**src/rtl/load_store_unit_if.sv**
```systemverilog
// Data-memory request/response channel between the LSU and memory.
// The LSU drives requests as master; memory answers as slave.
interface load_store_unit_if;
    logic        mem_req_valid;
    logic        mem_req_ready;
    logic        mem_we;
    logic [31:0] mem_addr;
    logic [31:0] mem_wdata;
    logic [3:0]  mem_wmask;
    logic        mem_resp_valid;
    logic [31:0] mem_rdata;

    modport master (
        output mem_req_valid, mem_we, mem_addr, mem_wdata, mem_wmask,
        input  mem_req_ready, mem_resp_valid, mem_rdata
    );

    modport slave (
        input  mem_req_valid, mem_we, mem_addr, mem_wdata, mem_wmask,
        output mem_req_ready, mem_resp_valid, mem_rdata
    );
endinterface

```
**src/rtl/load_store_unit.sv**
```systemverilog
// Load/store unit: one data-memory transaction per load/store, with
// alignment checks, byte lanes, load extension and a request timeout.
module load_store_unit #(
    parameter int TIMEOUT = 255
) (
    input  logic                      clk,
    input  logic                      rst_n,
    input  logic                      load,
    input  logic                      store,
    input  logic [2:0]                funct3,
    input  logic [31:0]               addr,
    input  logic [31:0]               wdata,
    output logic                      stall,
    output logic                      done,
    output logic                      err,
    output logic [31:0]               rdata,
    load_store_unit_if.master         mem
);
    localparam int CW = $clog2(TIMEOUT + 1);

    typedef enum logic [1:0] {IDLE, REQ, WAIT, DONE} state_t;

    state_t      state_q, state_d;
    logic        we_q;
    logic [2:0]  f3_q;
    logic [31:0] addr_q;
    logic [31:0] wdata_q;
    logic [31:0] rdata_q;
    logic        err_q;
    logic [CW-1:0] cnt_q;

    logic        start;
    logic        ld_ok;
    logic        st_ok;
    logic        misaligned;
    logic        illegal;
    logic        busy;
    logic        resp_ok;
    logic        tmo;
    logic [7:0]  lane_b;
    logic [15:0] lane_h;
    logic [31:0] ext;
    logic [3:0]  mask;
    logic [31:0] lanes;

    assign start = load | store;
    assign ld_ok = funct3 inside {3'b000, 3'b001, 3'b010, 3'b100, 3'b101};
    assign st_ok = funct3 inside {3'b000, 3'b001, 3'b010};
    assign misaligned = (funct3[1:0] == 2'b01 && addr[0])
                      | (funct3[1:0] == 2'b10 && addr[1:0] != 2'b00);
    assign illegal = (load & store) | (load & ~ld_ok)
                   | (store & ~st_ok) | misaligned;

    assign busy    = (state_q == REQ) || (state_q == WAIT);
    assign resp_ok = (state_q == WAIT) && mem.mem_resp_valid;
    // A response arriving on the last allowed cycle still wins.
    assign tmo     = busy && (cnt_q == CW'(TIMEOUT - 1)) && !resp_ok;

    assign lane_b = mem.mem_rdata[{addr_q[1:0], 3'b000} +: 8];
    assign lane_h = mem.mem_rdata[{addr_q[1], 4'b0000} +: 16];

    always_comb begin
        ext = mem.mem_rdata;
        case (f3_q)
            3'b000:  ext = {{24{lane_b[7]}}, lane_b};
            3'b001:  ext = {{16{lane_h[15]}}, lane_h};
            3'b100:  ext = {24'd0, lane_b};
            3'b101:  ext = {16'd0, lane_h};
            default: ext = mem.mem_rdata;
        endcase
    end

    always_comb begin
        mask  = 4'b1111;
        lanes = wdata_q;
        case (f3_q[1:0])
            2'b00: begin
                mask  = 4'b0001 << addr_q[1:0];
                lanes = {4{wdata_q[7:0]}};
            end
            2'b01: begin
                mask  = 4'b0011 << addr_q[1:0];
                lanes = {2{wdata_q[15:0]}};
            end
            default: begin
                mask  = 4'b1111;
                lanes = wdata_q;
            end
        endcase
    end

    always_ff @(posedge clk or negedge rst_n) begin
        if (!rst_n) begin
            state_q <= IDLE;
        end else begin
            state_q <= state_d;
        end
    end

    always_comb begin
        state_d = state_q;
        case (state_q)
            IDLE: if (start) state_d = illegal ? DONE : REQ;
            REQ: begin
                if (tmo)
                    state_d = DONE;
                else if (mem.mem_req_ready)
                    state_d = WAIT;
            end
            WAIT: if (resp_ok || tmo) state_d = DONE;
            default: state_d = IDLE;
        endcase
    end

    always_ff @(posedge clk or negedge rst_n) begin
        if (!rst_n) begin
            we_q    <= 1'b0;
            f3_q    <= 3'd0;
            addr_q  <= 32'd0;
            wdata_q <= 32'd0;
            rdata_q <= 32'd0;
            err_q   <= 1'b0;
            cnt_q   <= '0;
        end else begin
            case (state_q)
                IDLE: begin
                    if (start) begin
                        we_q    <= store;
                        f3_q    <= funct3;
                        addr_q  <= addr;
                        wdata_q <= wdata;
                        rdata_q <= 32'd0;
                        err_q   <= illegal;
                        cnt_q   <= '0;
                    end
                end
                REQ, WAIT: begin
                    cnt_q <= cnt_q + CW'(1);
                    if (resp_ok)
                        rdata_q <= we_q ? 32'd0 : ext;
                    else if (tmo)
                        err_q <= 1'b1;
                end
                default: ;
            endcase
        end
    end

    always_comb begin
        stall             = rst_n & (((state_q == IDLE) & start) | busy);
        done              = (state_q == DONE);
        err               = done & err_q;
        rdata             = done ? rdata_q : 32'd0;
        mem.mem_req_valid = (state_q == REQ);
        mem.mem_we        = (state_q == REQ) & we_q;
        mem.mem_addr      = (state_q == REQ) ? {addr_q[31:2], 2'b00} : 32'd0;
        mem.mem_wmask     = mem.mem_we ? mask : 4'd0;
        mem.mem_wdata     = mem.mem_we ? lanes : 32'd0;
    end
endmodule

```
**src/flat_wrapper.sv**
```systemverilog
// flat-port wrapper written by rule: the top's interface ports become plain ports
module load_store_unit_flat 
#(
    parameter int TIMEOUT = 255
)
  (clk, rst_n, load, store, funct3, addr, wdata, stall, done, err, rdata, mem_mem_req_valid, mem_mem_we, mem_mem_addr, mem_mem_wdata, mem_mem_wmask, mem_mem_req_ready, mem_mem_resp_valid, mem_mem_rdata);
  load_store_unit_if mem_i ();
  input  logic clk;
  input  logic rst_n;
  input  logic load;
  input  logic store;
  input  logic [2:0] funct3;
  input  logic [31:0] addr;
  input  logic [31:0] wdata;
  output logic stall;
  output logic done;
  output logic err;
  output logic [31:0] rdata;
  output wire logic [$bits(mem_i.mem_req_valid)-1:0] mem_mem_req_valid;
  output wire logic [$bits(mem_i.mem_we)-1:0] mem_mem_we;
  output wire logic [$bits(mem_i.mem_addr)-1:0] mem_mem_addr;
  output wire logic [$bits(mem_i.mem_wdata)-1:0] mem_mem_wdata;
  output wire logic [$bits(mem_i.mem_wmask)-1:0] mem_mem_wmask;
  input wire logic [$bits(mem_i.mem_req_ready)-1:0] mem_mem_req_ready;
  input wire logic [$bits(mem_i.mem_resp_valid)-1:0] mem_mem_resp_valid;
  input wire logic [$bits(mem_i.mem_rdata)-1:0] mem_mem_rdata;
  assign mem_mem_req_valid = mem_i.mem_req_valid;
  assign mem_mem_we = mem_i.mem_we;
  assign mem_mem_addr = mem_i.mem_addr;
  assign mem_mem_wdata = mem_i.mem_wdata;
  assign mem_mem_wmask = mem_i.mem_wmask;
  assign mem_i.mem_req_ready = mem_mem_req_ready;
  assign mem_i.mem_resp_valid = mem_mem_resp_valid;
  assign mem_i.mem_rdata = mem_mem_rdata;
  load_store_unit #(.TIMEOUT(TIMEOUT)) u_core (.clk(clk), .rst_n(rst_n), .load(load), .store(store), .funct3(funct3), .addr(addr), .wdata(wdata), .stall(stall), .done(done), .err(err), .rdata(rdata), .mem(mem_i));
endmodule
```
**config.mk**
```make
export PLATFORM = sky130hd
export DESIGN_NAME = load_store_unit_flat
export DESIGN_NICKNAME = d
export VERILOG_FILES = /design/src/rtl/load_store_unit_if.sv /design/src/rtl/load_store_unit.sv /design/src/flat_wrapper.sv
export SDC_FILE = /design/constraint.sdc
export NUM_CORES = 1
export LEC_CHECK = 0
export ABC_AREA = 1
export BUFFER_PORTS_ARGS = -buffer_cell sky130_fd_sc_hd__buf_2
export CAP_MARGIN = 10
export CELL_PAD_IN_SITES_DETAIL_PLACEMENT = 1
export CELL_PAD_IN_SITES_GLOBAL_PLACEMENT = 2
export CORE_MARGIN = 1.5
export CORE_UTILIZATION = 27
export CTS_CLUSTER_SIZE = 30
export DETAILED_ROUTE_END_ITERATION = 10
export PLACE_DENSITY = 0.87
export SETUP_SLACK_MARGIN = 0.05
export SYNTH_ARGS = -nofsm -noshare
export SYNTH_HDL_FRONTEND = slang
export SYNTH_SLANG_ARGS = --single-unit
export TNS_END_PERCENT = 100
```
**constraint.sdc**
```tcl
create_clock -name clk -period 2.1 [get_ports clk]
set_clock_uncertainty 0.2 [all_clocks]
set_input_delay 0.315 -clock clk [delete_from_list [all_inputs] [get_ports clk]]
set_output_delay 0.315 -clock clk [all_outputs]
set_load 0.005 [all_outputs]
```
# After elaboration in Yosys (flattened, before gate mapping)
# Cells that the tools add are included.
dict set report word_totals {
  ff_bits 111
  inputBits 105
  output_inout_bits 105
  elab_cells 93
}
dict set report op_classes {
  n_addsub 1
  eq_ne 20
  shifts 4
  muxes 23
  bitwise 15
  n_reduce_logical 22
}
# operator count
set op_table {}
lappend op_table {{$mux W32} 6}
lappend op_table {{$pmux W32 S2} 2}
lappend op_table {{$pmux W32 S4} 1}
lappend op_table {{$shiftx A32 B6 Y16} 1}
lappend op_table {{$shiftx A32 B6 Y8} 1}
lappend op_table {{$pmux W8 S2} 1}
lappend op_table {{$eq A3 B3 Y1 const B} 4}
lappend op_table {{$mux W2} 5}
lappend op_table {{$add A8 B1 Y8 const B} 1}
lappend op_table {{$eq A8 B8 Y1 const B} 1}
lappend op_table {{$mux W8} 1}
lappend op_table {{$pmux W4 S2} 1}
lappend op_table {{$and A1 B1 Y1} 7}
lappend op_table {{$eq A2 B1 Y1 const B} 3}
lappend op_table {{$eq A2 B2 Y1 const B} 3}
lappend op_table {{$eq A3 B1 Y1 const B} 2}
lappend op_table {{$logic_not A3 Y1} 2}
lappend op_table {{$ne A2 B1 Y1 const B} 3}
lappend op_table {{$or A1 B1 Y1} 6}
lappend op_table {{$pmux W2 S3} 1}
lappend op_table {{$reduce_and A3 Y1} 2}
lappend op_table {{$logic_and A1 B1 Y1} 5}
lappend op_table {{$reduce_bool A5 Y1} 1}
lappend op_table {{$logic_not A2 Y1} 2}
lappend op_table {{16 further kinds} 23}

# Longest topological paths before layout
# Gate-level depths: netlist (run 1).
dict set report logic_depth {
  ltp_word 10
  depth_mapped 11
}

# Worst setup path before layout (run 1)
# Ideal clock, no wire load.
dict set report synth_path {
  path_type {reg2out}
  from {reg u_core.state_q[1]}
  to {out mem_mem_wdata[30]}
  arrival_ns 1.355
  setup_slack_ns 0.230
  stages_incl_launch_ff 8
  n_path_buf 1
  path_cell_list {dfrtp_1 inv_1 ha_1 nand2_1 inv_1 buf_2 o21ai_0 nor2_1}
}
dict set report synth_via {
  elab_chain_len 3
}
# item line
set synth_lines {}
lappend synth_lines {{start: declaration} load_store_unit.sv:23} ;# state_t state_q, state_d;
lappend synth_lines {{start signal: assignment} load_store_unit.sv:96} ;# state_q <= state_d;
lappend synth_lines {{$eq A2 B1 Y1} --}
lappend synth_lines {{net mem_mem_req_valid} flat_wrapper.sv:19} ;# output wire logic [$bits(mem_i.mem_req_valid)-1:0] mem_mem_req_valid;
lappend synth_lines {{$and A1 B1 Y1} load_store_unit.sv:155} ;# mem.mem_we = (state_q == REQ) & we_q;
lappend synth_lines {{net mem_mem_we} flat_wrapper.sv:20} ;# output wire logic [$bits(mem_i.mem_we)-1:0] mem_mem_we;
lappend synth_lines {{$mux W32} load_store_unit.sv:158} ;# mem.mem_wdata = mem.mem_we ? lanes : 32'd0;
lappend synth_lines {{end: declaration} flat_wrapper.sv:22} ;# output wire logic [$bits(mem_i.mem_wdata)-1:0] mem_mem_wdata;
# The timed path passes the listed nets, and every way through them passes these cells.

# Worst setup path in the final report (run 1)
dict set report layout_path {
  from {reg u_core.state_q[1]}
  to {out stall}
}
dict set report layout_via {
  elab_chain_len 4
  elab_cells_between_ends 7
  cone_classes {2 x eq/ne; 3 x bitwise; 2 x reduce/logical}
}
# item line
set layout_lines {}
lappend layout_lines {{$logic_not A2 Y1, or another cell as far along} load_store_unit.sv:150} ;# stall = rst_n & (((state_q == IDLE) & start) | busy);
lappend layout_lines {{$and A1 B1 Y1 / $logic_or A1 B1 Y1 (equally long branches)} {load_store_unit.sv:150, load_store_unit.sv:54}}
lappend layout_lines {{$or A1 B1 Y1 (*)} load_store_unit.sv:150}
lappend layout_lines {{$and A1 B1 Y1 (*)} load_store_unit.sv:150}
lappend layout_lines {{end: declaration} flat_wrapper.sv:15} ;# output logic stall;
# Mark *: on every way between the ends. The rest lies on a longest branch, timed or not.

==> reports/summary.log, run 1 <==
[pwr] Pwr Total 12.20 mW
[sta] endpoints failing hold 0
[floorplan] number of ports placed on the die boundary 210
[synth] Yosys top cell by area sky130_fd_sc_hd__dfrtp_1
[final_layout] Layout Cell Area excl Fill 9159 µm²
[synth] mean area per synthesized cell 6.858 µm²
[sta] minimum setup slack in the final design -66.62 ps
[clocking] Clock Sinks 111
[critical_path] Worst Path Arrival 1650 ps
[synth] synth unique cells 35
[floorplan] Floorplan Core Area 22030 µm²
[clocking] clock-pin slew on the worst setup and hold paths 70 ps
[final_layout] filler cell count 2775
[critical_path] Crit. End Element primary output
[synth] share of the synthesized area in compound gates (AO/OA/AOI/OAI) 9.755%
[synth] fraction of synthesized area in multiplexers 0%
[critical_path] slowest cell on the critical path sky130_fd_sc_hd__dfrtp_1
[synth] share of synthesized cell area in full adder, half adder and majority cells 1.224%
[clocking] total clock buffers created by CTS 9
[floorplan] floorplan die height 153.7 µm
[critical_path] Critical Path Max Stage Delay 400 ps
[global_route] via count of the first global-routing pass 7020
[clocking] H-Tree Depth 3
[synth] area share of the largest cell type after synthesis 45.31%
[outcome] failing checks setup timing
[placement] final estimated routing congestion in global placement 0.8212
[run] number of violations of the max-capacitance limit 0
[final_layout] Reg area 2781 µm²
[placement] instance count after placement with tap cells included 1360
[final_layout] area of combinational cells with multiple inputs 3017 µm²
[critical_path] Critical Path Fanout Max 3
[worst_hold_path] type of the worst min-delay path input port to flip-flop
[placement] estimated wirelength of the detail-placed design 15610 µm
[floorplan] x dimension of the die 153.7 µm
[detailed_routing] number of design-rule violations left by the first detailed-router iteration 345
[pwr] pwr dens 1332 nW/µm²
[synth] proportion of synthesized flip-flops having asynchronous set or reset 100.0%
[final_layout] fraction of final layout cells sized beyond drive strength 1 29.73%
[floorplan] area of the die 23620 µm²
[sta] transition at the pin with the smallest max-transition slack 628.0 ps
[synth] most common cell in the netlist sky130_fd_sc_hd__nand2_1
[critical_path] critical path, cell by cell inv_2, buf_6, ha_4, inv_6, a21boi_4, buf_6, buf_6
[critical_path] kind of critical path flip-flop to primary output
[sta] worst hold slack after final layout 36.34 ps
[synth] commonest cells in the synthesized netlist sky130_fd_sc_hd__nand2_1 (391), sky130_fd_sc_hd__dfrtp_1 (111), sky130_fd_sc_hd__inv_1 (105)
[detailed_routing] first-pass iteration count of the detailed router 4
[placement] Placed Instance Area 7530 µm²
[synth] number of enable flip-flop cells after synthesis 0
[critical_path] data required time at the worst endpoint 1580 ps
[synth] synthesis warning total 0
[floorplan] initial core utilization 27.83%
[floorplan] row cnt 54
[pwr] Leakage Power 5.385 nW
[global_route] aggregate global-route resource usage 19.62%
[final_layout] post-layout net count 1291
[pwr] Peak VDD IR 0.5606 mV
[sta] RSZ-0062 raised after global routing yes
[global_route] antenna violations before repair 6
[clocking] clock tree from TritonCTS done
[synth] register area share after synthesis 45.31%
[global_route] pin count of the biggest net entering global routing 112
[detailed_routing] drt drc 0
[clocking] Root Buffer Master sky130_fd_sc_hd__clkbuf_16
[placement] worst-case setup slack after placement -104.7 ps
[worst_hold_path] launch instance of the worst min-delay path wdata[27]
[sta] total negative setup slack -1214 ps
[critical_path] number of buffer and inverter instances along the worst setup path 5
[sta] post-route clock period utilization 103.2%
[synth] flops & latches, synth 111
[detailed_routing] vias 6731
[sta] worst slew margin relative to its limit 58.13%
[critical_path] startpoint types flip-flop
[placement] buffers added on ports 207
[outcome] status complete, but fails checks
[global_route] first-pass GRT wire length 36650 µm
[critical_path] Worst setup startpoint u_core.state_q[1]$_DFFE_PN0P_
[clocking] Worst-Skew Late Latency 360 ps
[critical_path] library cell appearing most often on the critical path sky130_fd_sc_hd__buf_6
[synth] total standard cell area after synthesis 6131 µm²
[detailed_routing] overall routed net length 24370 µm
[final_layout] share of the core filled with cells in the final layout 41.58%
[sta] shortest clock period the worst path allows after layout 2167 ps
[synth] cell count after synthesis 894
[detailed_routing] vias per inst 4.585
[global_route] final global-route overflow total 0
[sta] final max-slew violation count 0
[final_layout] area growth from synthesis to layout 49.39%
[critical_path] start of the worst register-to-register path u_core.state_q[1]$_DFFE_PN0P_
[detailed_routing] number of routed nets with antenna violations 0
[sta] final setup violation count 49
[clocking] Max Buffers Root-to-Sink 2
[synth] XOR/XNOR share of the synthesized area 0.1429%
[final_layout] filler-free cell count of the finished design 1468
[synth] top cells by area in the synthesized netlist sky130_fd_sc_hd__dfrtp_1 (45%), sky130_fd_sc_hd__nand2_1 (24%), sky130_fd_sc_hd__inv_1 (6.4%)
[synth] simple-gate area share of the yosys netlist 32.90%
[critical_path] slack of the worst reg-to-reg path 10 ps
[synth] commonest register cell after synthesis sky130_fd_sc_hd__dfrtp_1
[synth] main combinational cell family by area after synthesis simple AND/OR/NAND/NOR gates
[sta] fmax 461.5 MHz
[critical_path] family with the most delay on the worst path buffers and inverters
[detailed_routing] mean routed wirelength per cell 16.60 µm
==> final cells by class <==
type,instances,share of cell area (%)
inverter,110,4.699
antenna,4,0.1093
clock buffer,10,2.500
clock inverter,5,0.4645
timing repair buffer,318,25.04
sequential,111,30.37
multi-input combinational,629,32.94
timing repair inverter,1,0.05464
tap,280,3.825
==> worst register-to-register path: stages, from the launching register on <==
cell	delay (ps)
sky130_fd_sc_hd__dfrtp_1	400
sky130_fd_sc_hd__inv_2	80
sky130_fd_sc_hd__buf_6	120
sky130_fd_sc_hd__ha_4	290
sky130_fd_sc_hd__inv_6	40
sky130_fd_sc_hd__buf_4	140
sky130_fd_sc_hd__o21ai_4	160
sky130_fd_sc_hd__nand4_4	170
sky130_fd_sc_hd__buf_12	190
sky130_fd_sc_hd__nor2_4	100
sky130_fd_sc_hd__nand2_1	60
sky130_fd_sc_hd__nand2_1	80
==> timing repair <==
action | 4_1_cts | 5_1_grt
hold buffers | 63 | 0
gates cloned | 2 | 8
setup endpoints to repair | 101 | 104
pin swaps | 13 | 25
resized for setup | 59 | 71
endpoints found under the hold margin | 173 | 0
setup buffers | 2 | 14
==> cell usage in the layout (no fill, tap or decap), drive strengths merged <==
cell | netlist | routed
clkinv | 0 | 4
a21boi | 1 | 1
xor2 | 1 | 1
a211oi | 1 | 1
nand2 | 396 | 396
conb | 1 | 2
or2 | 1 | 1
ha | 6 | 6
buf | 22 | 250
dfrtp | 111 | 111
dlygate4sd3 | 0 | 63
o22ai | 14 | 14
inv | 110 | 112
diode | 0 | 4
o21ai | 57 | 57
nand4 | 2 | 2
nor3 | 5 | 5
nor2 | 96 | 96
o211ai | 1 | 1
a21oi | 33 | 33
nand3 | 12 | 12
clkbuf | 23 | 15
o21a | 1 | 1
==> metal layers <==
layer	track usage, %	share of wire (%)	vias to the layer above
li1	-	-	3282
met1	24.52	42	3188
met2	33.33	49	223
met3	5.975	7.0	32
met4	4.161	1.7	6
met5	0	0.11	-
==> power by group <==
group	switching, mW	leakage, nW	internal [mW]
sequential	0.714	1.42	3.06
combinational	4.05	3.83	2.68
clock	0.876	0.135	0.818
total	5.64	5.38	6.56
==> sequential cells by signal (all words and copies together), names as in the netlist <==
signal	cells
u_core.addr_q	32
u_core.rdata_q	32
u_core.wdata_q	32
u_core.we_q	1
u_core.cnt_q	8
u_core.err_q	1
u_core.state_q	2
u_core.f3_q	3
==> path summary, 6_finish.rpt <==
path,cells past startpoint,to
worst min register to register,2,u_core.rdata_q[25]$_DFFE_PN0P_
worst max-delay path,7,stall
max in group asynchronous,3,u_core.state_q[0]$_DFFE_PN0P_
worst max register to register,11,u_core.rdata_q[20]$_DFFE_PN0P_
worst min-delay path,3,u_core.wdata_q[27]$_DFFE_PN0P_
min in group asynchronous,3,u_core.rdata_q[12]$_DFFE_PN0P_
==> kinds of logic after synthesis <==
| group | count (synthesis) |
|---|---|
| compound gates | 108 |
| xor+xnor | 1 |
| fa+ha+maj | 6 |
| buf+inv | 155 |
| flops | 111 |
| other cells | 1 |
| simple gates | 512 |
Power figures use the tool's default switching activity.
==> run 2: changes to the inputs <==
--- a/config.mk
+++ b/config.mk
@@ -10,7 +10,7 @@
 export CAP_MARGIN = 10
 export CELL_PAD_IN_SITES_DETAIL_PLACEMENT = 1
 export CELL_PAD_IN_SITES_GLOBAL_PLACEMENT = 2
-export CORE_MARGIN = 1.5
+export CORE_MARGIN = 3
 export CORE_UTILIZATION = 27
 export CTS_CLUSTER_SIZE = 30
 export DETAILED_ROUTE_END_ITERATION = 10
==> run 2 against run 1 <==
The run still ends with setup timing left. Routed wire length increased by 1.9%. Die area increased by 3.9%. First-iteration DRC count decreased by 13%. Critical path depth increased by 1. Hold slack improved by 11 ps. Utilization increased by 0.16 points. Fmax decreased by 3.6%.
==> reports/summary.log, run 2 (synthesis results as in run 1) <==
[run] number of violations of the max-capacitance limit 0 [unchanged]
[clocking] Root Buffer Master sky130_fd_sc_hd__clkbuf_16
[floorplan] x dimension of the die 156.7 µm [+2.0%]
[detailed_routing] wire length on met1 10520 µm [+2.3%]
[global_route] via count of the first global-routing pass 6915 [-1.5%]
[critical_path] startpoint types flip-flop
[floorplan] floorplan die height 156.7 µm [+2.0%]
[critical_path] kind of critical path flip-flop to primary output
[outcome] failing checks setup timing
[detailed_routing] mean routed wirelength per cell 16.99 µm [+2.3%]
[sta] worst slew margin relative to its limit 57.49% [-0.64 points]
[sta] minimum setup slack in the final design -147.7 ps [-81.13 ps]
[final_layout] top flop regs u_core.addr_q x32, u_core.rdata_q x32, u_core.wdata_q x32
[clocking] total clock buffers created by CTS 9 [unchanged]
[worst_hold_path] worst-case hold path end point u_core.addr_q[1]$_DFFE_PN0P_
[pwr] sequential power share 31.7% [+0.8 points]
[worst_hold_path] type of the worst min-delay path input port to flip-flop
[sta] worst hold slack after final layout 47.60 ps [+11.25 ps]
[detailed_routing] drt drc 0 [unchanged]
[critical_path] start of the worst register-to-register path u_core.state_q[1]$_DFFE_PN0P_
[clocking] H-Tree Depth 3 [unchanged]
[detailed_routing] number of design-rule violations left by the first detailed-router iteration 299 [-13%]
[floorplan] area of the die 24550 µm² [+3.9%]
[placement] estimated wirelength of the detail-placed design 16140 µm [+3.4%]
[final_layout] filler-free cell count of the finished design 1461 [-0.48%]
[global_route] first-pass GRT wire length 36450 µm [-0.56%]
[critical_path] Critical Path Fanout Max 8 [+5]
[detailed_routing] met2 WL 11710 µm [-2.0%]
[sta] transition at the pin with the smallest max-transition slack 637.7 ps [+9.617 ps]
[clocking] Worst-Skew Late Latency 360 ps [about the same]
[sta] RSZ-0062 raised after global routing yes
[pwr] Leakage Power 5.517 nW [+2.5%]
[detailed_routing] highest routing layer actually used met5
[sta] final max-slew violation count 0 [unchanged]
[pwr] Clk pwr share 14.1% [+0.2 points]
[placement] instance count after placement with tap cells included 1361 [+0.074%]
[critical_path] Worst Path Arrival 1730 ps [+80 ps]
[detailed_routing] number of routed nets with antenna violations 0 [unchanged]
[worst_hold_path] hold path cells 3 [unchanged]
[final_layout] post-layout net count 1282 [-0.70%]
[placement] final estimated routing congestion in global placement 0.8024 [-2.3%]
[sta] post-route clock period utilization 107.0% [+3.9 points]
[pwr] internal power 6.457 mW [-1.5%]
[clocking] clock-pin slew on the worst setup and hold paths 70 ps [about the same]
[critical_path] slack of the worst reg-to-reg path 150 ps [+140 ps]
[critical_path] Crit. End Element primary output
[pwr] Net Sw Power 5.772 mW [+2.4%]
[detailed_routing] sum of met3 wire segment lengths after detailed routing 1939 µm [+13%]
[floorplan] row cnt 54 [unchanged]
[floorplan] number of ports placed on the die boundary 210 [unchanged]
[final_layout] leading cell types in the layout, fill and taps excluded sky130_fd_sc_hd__nand2_1 (356), sky130_fd_sc_hd__buf_2 (196), sky130_fd_sc_hd__dfrtp_1 (109)
[floorplan] Floorplan Core Area 22090 µm² [+0.31%]
[global_route] pin count of the biggest net entering global routing 112 [unchanged]
[pwr] Pwr Total 12.23 mW [+0.27%]
[clocking] Clock Sinks 111 [unchanged]
[critical_path] logic depth of the worst register-to-register path 10 [-1]
[final_layout] fraction of final layout cells sized beyond drive strength 1 31.80% [+2.1 points]
[sta] fmax 444.9 MHz [-3.6%]
[detailed_routing] overall routed net length 24820 µm [+1.9%]
[global_route] aggregate global-route resource usage 18.73% [-0.89 points]
[floorplan] initial core utilization 27.75% [-0.085 points]
[outcome] status complete, but fails checks
[critical_path] data required time at the worst endpoint 1580 ps [about the same]
[detailed_routing] vias 6765 [+0.51%]
[final_layout] area growth from synthesis to layout 50.43%
[placement] buffers added on ports 207 [unchanged]
[sta] total negative setup slack -4845 ps [-3630 ps]
[critical_path] r2r endpoint u_core.cnt_q[4]$_DFFE_PN0P_
[pwr] pwr dens 1326 nW/µm² [-0.42%]
[sta] final setup violation count 65 [+33%]
[sta] shortest clock period the worst path allows after layout 2248 ps [+81.13 ps]
[final_layout] most common cell after layout, fill and taps aside sky130_fd_sc_hd__nand2_1
[worst_hold_path] launch instance of the worst min-delay path addr[1]
[sta] endpoints failing hold 0 [unchanged]
[detailed_routing] first-pass iteration count of the detailed router 4 [unchanged]
[global_route] antenna violations before repair 3 [-3]
[global_route] final global-route overflow total 0 [unchanged]
[detailed_routing] vias per inst 4.630 [+0.99%]
[pwr] Peak VDD IR 0.5842 mV [+4.2%]
[clocking] clock tree from TritonCTS done
[pwr] logic gate share of total power 54.2% [-1.0 points]
[clocking] Max Buffers Root-to-Sink 2 [unchanged]
[pwr] Switching Share 47.20% [+0.97 points]
-- run 2: power by group through the flow --
stage	clock [mW]	combinational [mW]	sequential, mW
floorplan	0	3.49	3.47
global placement	0	5.21	3.67
detailed placement	0	5.29	3.70
CTS	1.78	5.57	3.68
global route	1.86	7.37	4.01
finish	1.72	6.63	3.88
-- run 2: worst max path at each step --
stage,start,endpoint,slack (ps),cells past startpoint
after floorplan,u_core.state_q[1]$_DFFE_PN0P_,mem_mem_wdata[30],230,7
after detailed placement,u_core.state_q[1]$_DFFE_PN0P_,mem_mem_wmask[3],-70,7
after global routing,u_core.state_q[1]$_DFFE_PN0P_,mem_mem_wdata[20],-260,8
after global placement,u_core.state_q[1]$_DFFE_PN0P_,mem_mem_wmask[3],10,7
final,u_core.state_q[1]$_DFFE_PN0P_,mem_mem_wdata[20],-150,8
after CTS,u_core.state_q[1]$_DFFE_PN0P_,mem_mem_wdata[17],-110,8
-- run 2: repair_timing --
| item | in CTS | in global routing |
|---|---|---|
| hold buffers | 63 | 0 |
| setup buffers | 3 | 7 |
| pin swaps | 1 | 10 |
| cloned | 0 | 6 |
| endpoints found under the hold margin | 173 | 0 |
| resized for setup | 24 | 136 |
| setup endpoints to repair | 96 | 123 |
-- run 2: area by class of cell --
class                   instances  area [µm²]
diodes                          5       12.51
clock buffers                  10       229.0
clock inverters                 6       52.55
fillers                      2740       12870
inverters                     110       424.2
multi-input cells             629        3122
flip-flops and latches        111        2780
well taps                     280       350.3
repair buffers                310        2252
-- run 2: critical path: stages (launching register included) --
cell and delay [ps]:
sky130_fd_sc_hd__dfrtp_1 400, sky130_fd_sc_hd__inv_2 90, sky130_fd_sc_hd__ha_4 150, sky130_fd_sc_hd__nand2_4 50, sky130_fd_sc_hd__clkinvlp_4 150, sky130_fd_sc_hd__clkbuf_16 190, sky130_fd_sc_hd__o21ai_2 60, sky130_fd_sc_hd__a21oi_1 140
sky130_fd_sc_hd__buf_2 140
-- run 2: routing by layer --
| metal | global-route usage [%] | vias up |
|---|---|---|
| met5 | 0 | - |
| met4 | 4.460 | 2 |
| met3 | 5.503 | 44 |
| met2 | 31.06 | 245 |
| met1 | 24.14 | 3210 |
| li1 | - | 3264 |
-- run 2: metrics by stage --
stage | util (%) | setup slack (ps) | cell area, µm²
2_1_floorplan | - | 230.2 | 6135
3_3_place_gp | 34.11 | 12.71 | 7537
5_1_grt | 41.70 | -255.3 | 9213
4_1_cts | 38.63 | -106.8 | 8534
3_5_place_dp | 34.11 | -65.92 | 7537
6_report | 41.74 | -147.7 | 9223
==> run 3: changes to the inputs <==
--- a/config.mk
+++ b/config.mk
@@ -11,10 +11,10 @@
 export CELL_PAD_IN_SITES_DETAIL_PLACEMENT = 1
 export CELL_PAD_IN_SITES_GLOBAL_PLACEMENT = 2
 export CORE_MARGIN = 3
-export CORE_UTILIZATION = 27
+export CORE_UTILIZATION = 24
 export CTS_CLUSTER_SIZE = 30
 export DETAILED_ROUTE_END_ITERATION = 10
-export PLACE_DENSITY = 0.87
+export PLACE_DENSITY = 0.83
 export SETUP_SLACK_MARGIN = 0.05
 export SYNTH_ARGS = -nofsm -noshare
 export SYNTH_HDL_FRONTEND = slang
==> constraint.sdc (replaced) <==
create_clock -name clk -period 1.8 [get_ports clk]
set_clock_uncertainty 0.2 [all_clocks]
set_input_delay 0.27 -clock clk [delete_from_list [all_inputs] [get_ports clk]]
set_output_delay 0.27 -clock clk [all_outputs]
set_load 0.005 [all_outputs]
==> run 3 against run 2 <==
Flip-flop and latch count unchanged. Hold slack got worse by 23 ps. Clock power increased by 24%. Critical endpoint is now mem_mem_wdata[17]. Register-to-register slack got worse by 400 ps. Worst setup slack got worse by 260 ps. Count of clock-buffer cells in the layout decreased by 1. The run still ends with setup timing left. Largest power group unchanged. Global-route usage decreased by 1.0 points. Sequential power increased by 18%.
==> reports/summary.log, run 3 (synthesis results as in run 1) <==
[final_layout] area growth from synthesis to layout 70.92%
[worst_hold_path] hold path cells 3 [unchanged]
[critical_path] start of the worst register-to-register path u_core.state_q[1]$_DFFE_PN0P_
[clocking] clock-pin slew on the worst setup and hold paths 80 ps [about the same]
[final_layout] top flop regs u_core.addr_q x32, u_core.rdata_q x32, u_core.wdata_q x32
[detailed_routing] overall routed net length 27910 µm [+12%]
[critical_path] Crit. End Element primary output
[sta] minimum setup slack in the final design -410.8 ps [-263.1 ps]
[floorplan] Floorplan Core Area 24680 µm² [+12%]
[final_layout] most common cell after layout, fill and taps aside sky130_fd_sc_hd__nand2_1
[critical_path] slack of the worst reg-to-reg path -250 ps [-400 ps]
[clocking] Root Buffer Master sky130_fd_sc_hd__clkbuf_16
[pwr] Peak VDD IR 0.7435 mV [+27%]
[sta] final max-slew violation count 0 [unchanged]
[final_layout] filler cell count 3043 [+11%]
[global_route] antenna violations before repair 4 [+1]
[sta] RSZ-0062 raised after global routing yes
[detailed_routing] vias 7037 [+4.0%]
[final_layout] post-layout net count 1336 [+4.2%]
[floorplan] initial core utilization 24.85% [-2.9 points]
[sta] fmax 452.3 MHz
[clocking] H-Tree Depth 3 [unchanged]
[critical_path] slowest cell on the critical path sky130_fd_sc_hd__dfrtp_1
[global_route] aggregate global-route resource usage 17.72% [-1.0 points]
[worst_hold_path] launch instance of the worst min-delay path store
[worst_hold_path] type of the worst min-delay path input port to flip-flop
[placement] worst-case setup slack after placement -225.2 ps [-159.3 ps]
[placement] buffers added on ports 207 [unchanged]
[global_route] final global-route overflow total 0 [unchanged]
[sta] final setup violation count 146 [+120%]
[pwr] Leakage Power 5.989 nW [+8.6%]
[floorplan] number of ports placed on the die boundary 210 [unchanged]
[sta] worst slew margin relative to its limit 57.40% [-0.091 points]
[run] number of violations of the max-capacitance limit 0 [unchanged]
[floorplan] row cnt 57 [+5.6%]
[critical_path] critical path, cell by cell inv_2, ha_4, nand2_4, inv_8, clkbuf_16, o21ai_1, a21oi_1, buf_2
[clocking] Max Buffers Root-to-Sink 2 [unchanged]
[clocking] Clock Sinks 111 [unchanged]
[critical_path] r2r endpoint u_core.rdata_q[18]$_DFFE_PN0P_
[floorplan] floorplan die height 165.8 µm [+5.8%]
[sta] post-route clock period utilization 122.8%
[critical_path] logic depth of the worst register-to-register path 10 [unchanged]
[global_route] via count of the first global-routing pass 7311 [+5.7%]
[detailed_routing] vias per inst 4.525 [-2.3%]
[clocking] clock tree from TritonCTS done
[placement] final estimated routing congestion in global placement 0.8053 [+0.36%]
[detailed_routing] mean routed wirelength per cell 17.95 µm [+5.6%]
[pwr] pwr dens 1639 nW/µm² [+24%]
[detailed_routing] number of routed nets with antenna violations 0 [unchanged]
[critical_path] startpoint types flip-flop
[pwr] Pwr Total 17.17 mW [+40%]
[clocking] total clock buffers created by CTS 9 [unchanged]
[detailed_routing] first-pass iteration count of the detailed router 4 [unchanged]
[critical_path] data required time at the worst endpoint 1330 ps [-250 ps]
[worst_hold_path] worst-case hold path end point u_core.we_q$_DFFE_PN0P_
[critical_path] Critical Path Fanout Max 6 [-2]
[sta] transition at the pin with the smallest max-transition slack 639.0 ps [+1.367 ps]
[floorplan] area of the die 27500 µm² [+12%]
[critical_path] Critical Path Max Stage Delay 400 ps [about the same]
[placement] estimated wirelength of the detail-placed design 16600 µm [+2.9%]
[sta] endpoints failing hold 0 [unchanged]
[critical_path] Worst Path Arrival 1740 ps [about the same]
[clocking] Worst-Skew Late Latency 360 ps [about the same]
[detailed_routing] number of design-rule violations left by the first detailed-router iteration 308 [+3.0%]
[final_layout] fraction of final layout cells sized beyond drive strength 1 40.00% [+8.2 points]
[global_route] pin count of the biggest net entering global routing 112 [unchanged]
[outcome] failing checks setup timing
[placement] Placed Instance Area 7823 µm² [+3.8%]
[critical_path] kind of critical path flip-flop to primary output
[final_layout] Layout Cell Area excl Fill 10480 µm² [+14%]
[detailed_routing] drt drc 0 [unchanged]
[final_layout] leading cell types in the layout, fill and taps excluded sky130_fd_sc_hd__nand2_1 (340), sky130_fd_sc_hd__buf_2 (183), sky130_fd_sc_hd__dfrtp_1 (109)
[sta] shortest clock period the worst path allows after layout 2211 ps
[floorplan] x dimension of the die 165.8 µm [+5.8%]
[global_route] first-pass GRT wire length 39670 µm [+8.8%]
[outcome] status complete, but fails checks
run 3: cell types whose count changed in the layout (fill, tap and decap cells not counted), sizes merged:
| cell | delta |
|---|---|
| buf | +46 |
| clkbuf | +4 |
| diode | -4 |
| dlygate4sd3 | +3 |
| clkinvlp | -2 |
| inv | +2 |
| clkinv | +1 |
run 3: worst max-delay path by stage:
stage / startpoint / to
floorplan: u_core.state_q[0]$_DFFE_PN0P_ / u_core.rdata_q[24]$_DFFE_PN0P_
global placement: u_core.state_q[0]$_DFFE_PN0P_ / stall
detailed placement: u_core.state_q[0]$_DFFE_PN0P_ / stall
CTS: u_core.state_q[1]$_DFFE_PN0P_ / mem_mem_wdata[20]
global route: u_core.state_q[1]$_DFFE_PN0P_ / mem_mem_wdata[17]
finish: u_core.state_q[1]$_DFFE_PN0P_ / mem_mem_wdata[17]
run 3: timing repair:
action                                  4_1_cts  5_1_grt
buffers inserted                              3       24
resized for setup                            78      258
endpoints found under the hold margin       176        0
hold buffers                                 66        0
endpoints found under the setup margin      207      207
cloned                                        7       11
pin swaps                                    14       40
run 3: cell type report:
type	instances	area, µm²	area share (%)
multi-input combinational	629	3471	33.12
clock inverter	7	82.58	0.7881
clock buffer	9	225.2	2.149
inverter	110	452.9	4.322
sequential	111	2780	26.53
timing repair buffer	364	3059	29.19
antenna	1	2.502	0.02388
tap	324	405.4	3.869
run 3: metal layers:
| metal | wire [µm] | vias to the layer above | GRT usage [%] |
|---|---|---|---|
| met4 | 588 | 6 | 4.087 |
| met1 | 11500 | 3385 | 22.70 |
| li1 | - | 3370 | - |
| met2 | 13940 | 229 | 29.79 |
| met5 | 28 | - | 0 |
| met3 | 1850 | 47 | 5.023 |
run 3: where the power goes:
group,internal [mW],leakage [nW],switching (mW)
Combinational,4.71,4.42,5.75
Sequential,3.57,1.43,1.01
Clock,1.01,0.148,1.14
Total,9.28,5.99,7.89
run 3: stage by stage:
step / util, % / cells / TNS, ps / hold slack (ps)
2_1_floorplan: - / 895 / 0 / -225.6
3_3_place_gp: 31.70 / 1432 / -2176 / 256.9
3_5_place_dp: 31.70 / 1432 / -6306 / 266.4
4_1_cts: 37.49 / 1524 / -28390 / 0.8874
5_1_grt: 42.47 / 1555 / -44740 / 36.28
6_report: 42.47 / 1555 / -32310 / 24.81
run 3: critical path, delay by kind of cell (launching register included):
family | cells | cell delay (ps)
AO/OA/AOI/OAI | 2 | 260
adder cells (fa/ha/maj) | 1 | 170
flip-flops | 1 | 400
buffers and inverters | 4 | 490
AND/OR/NAND/NOR | 1 | 80
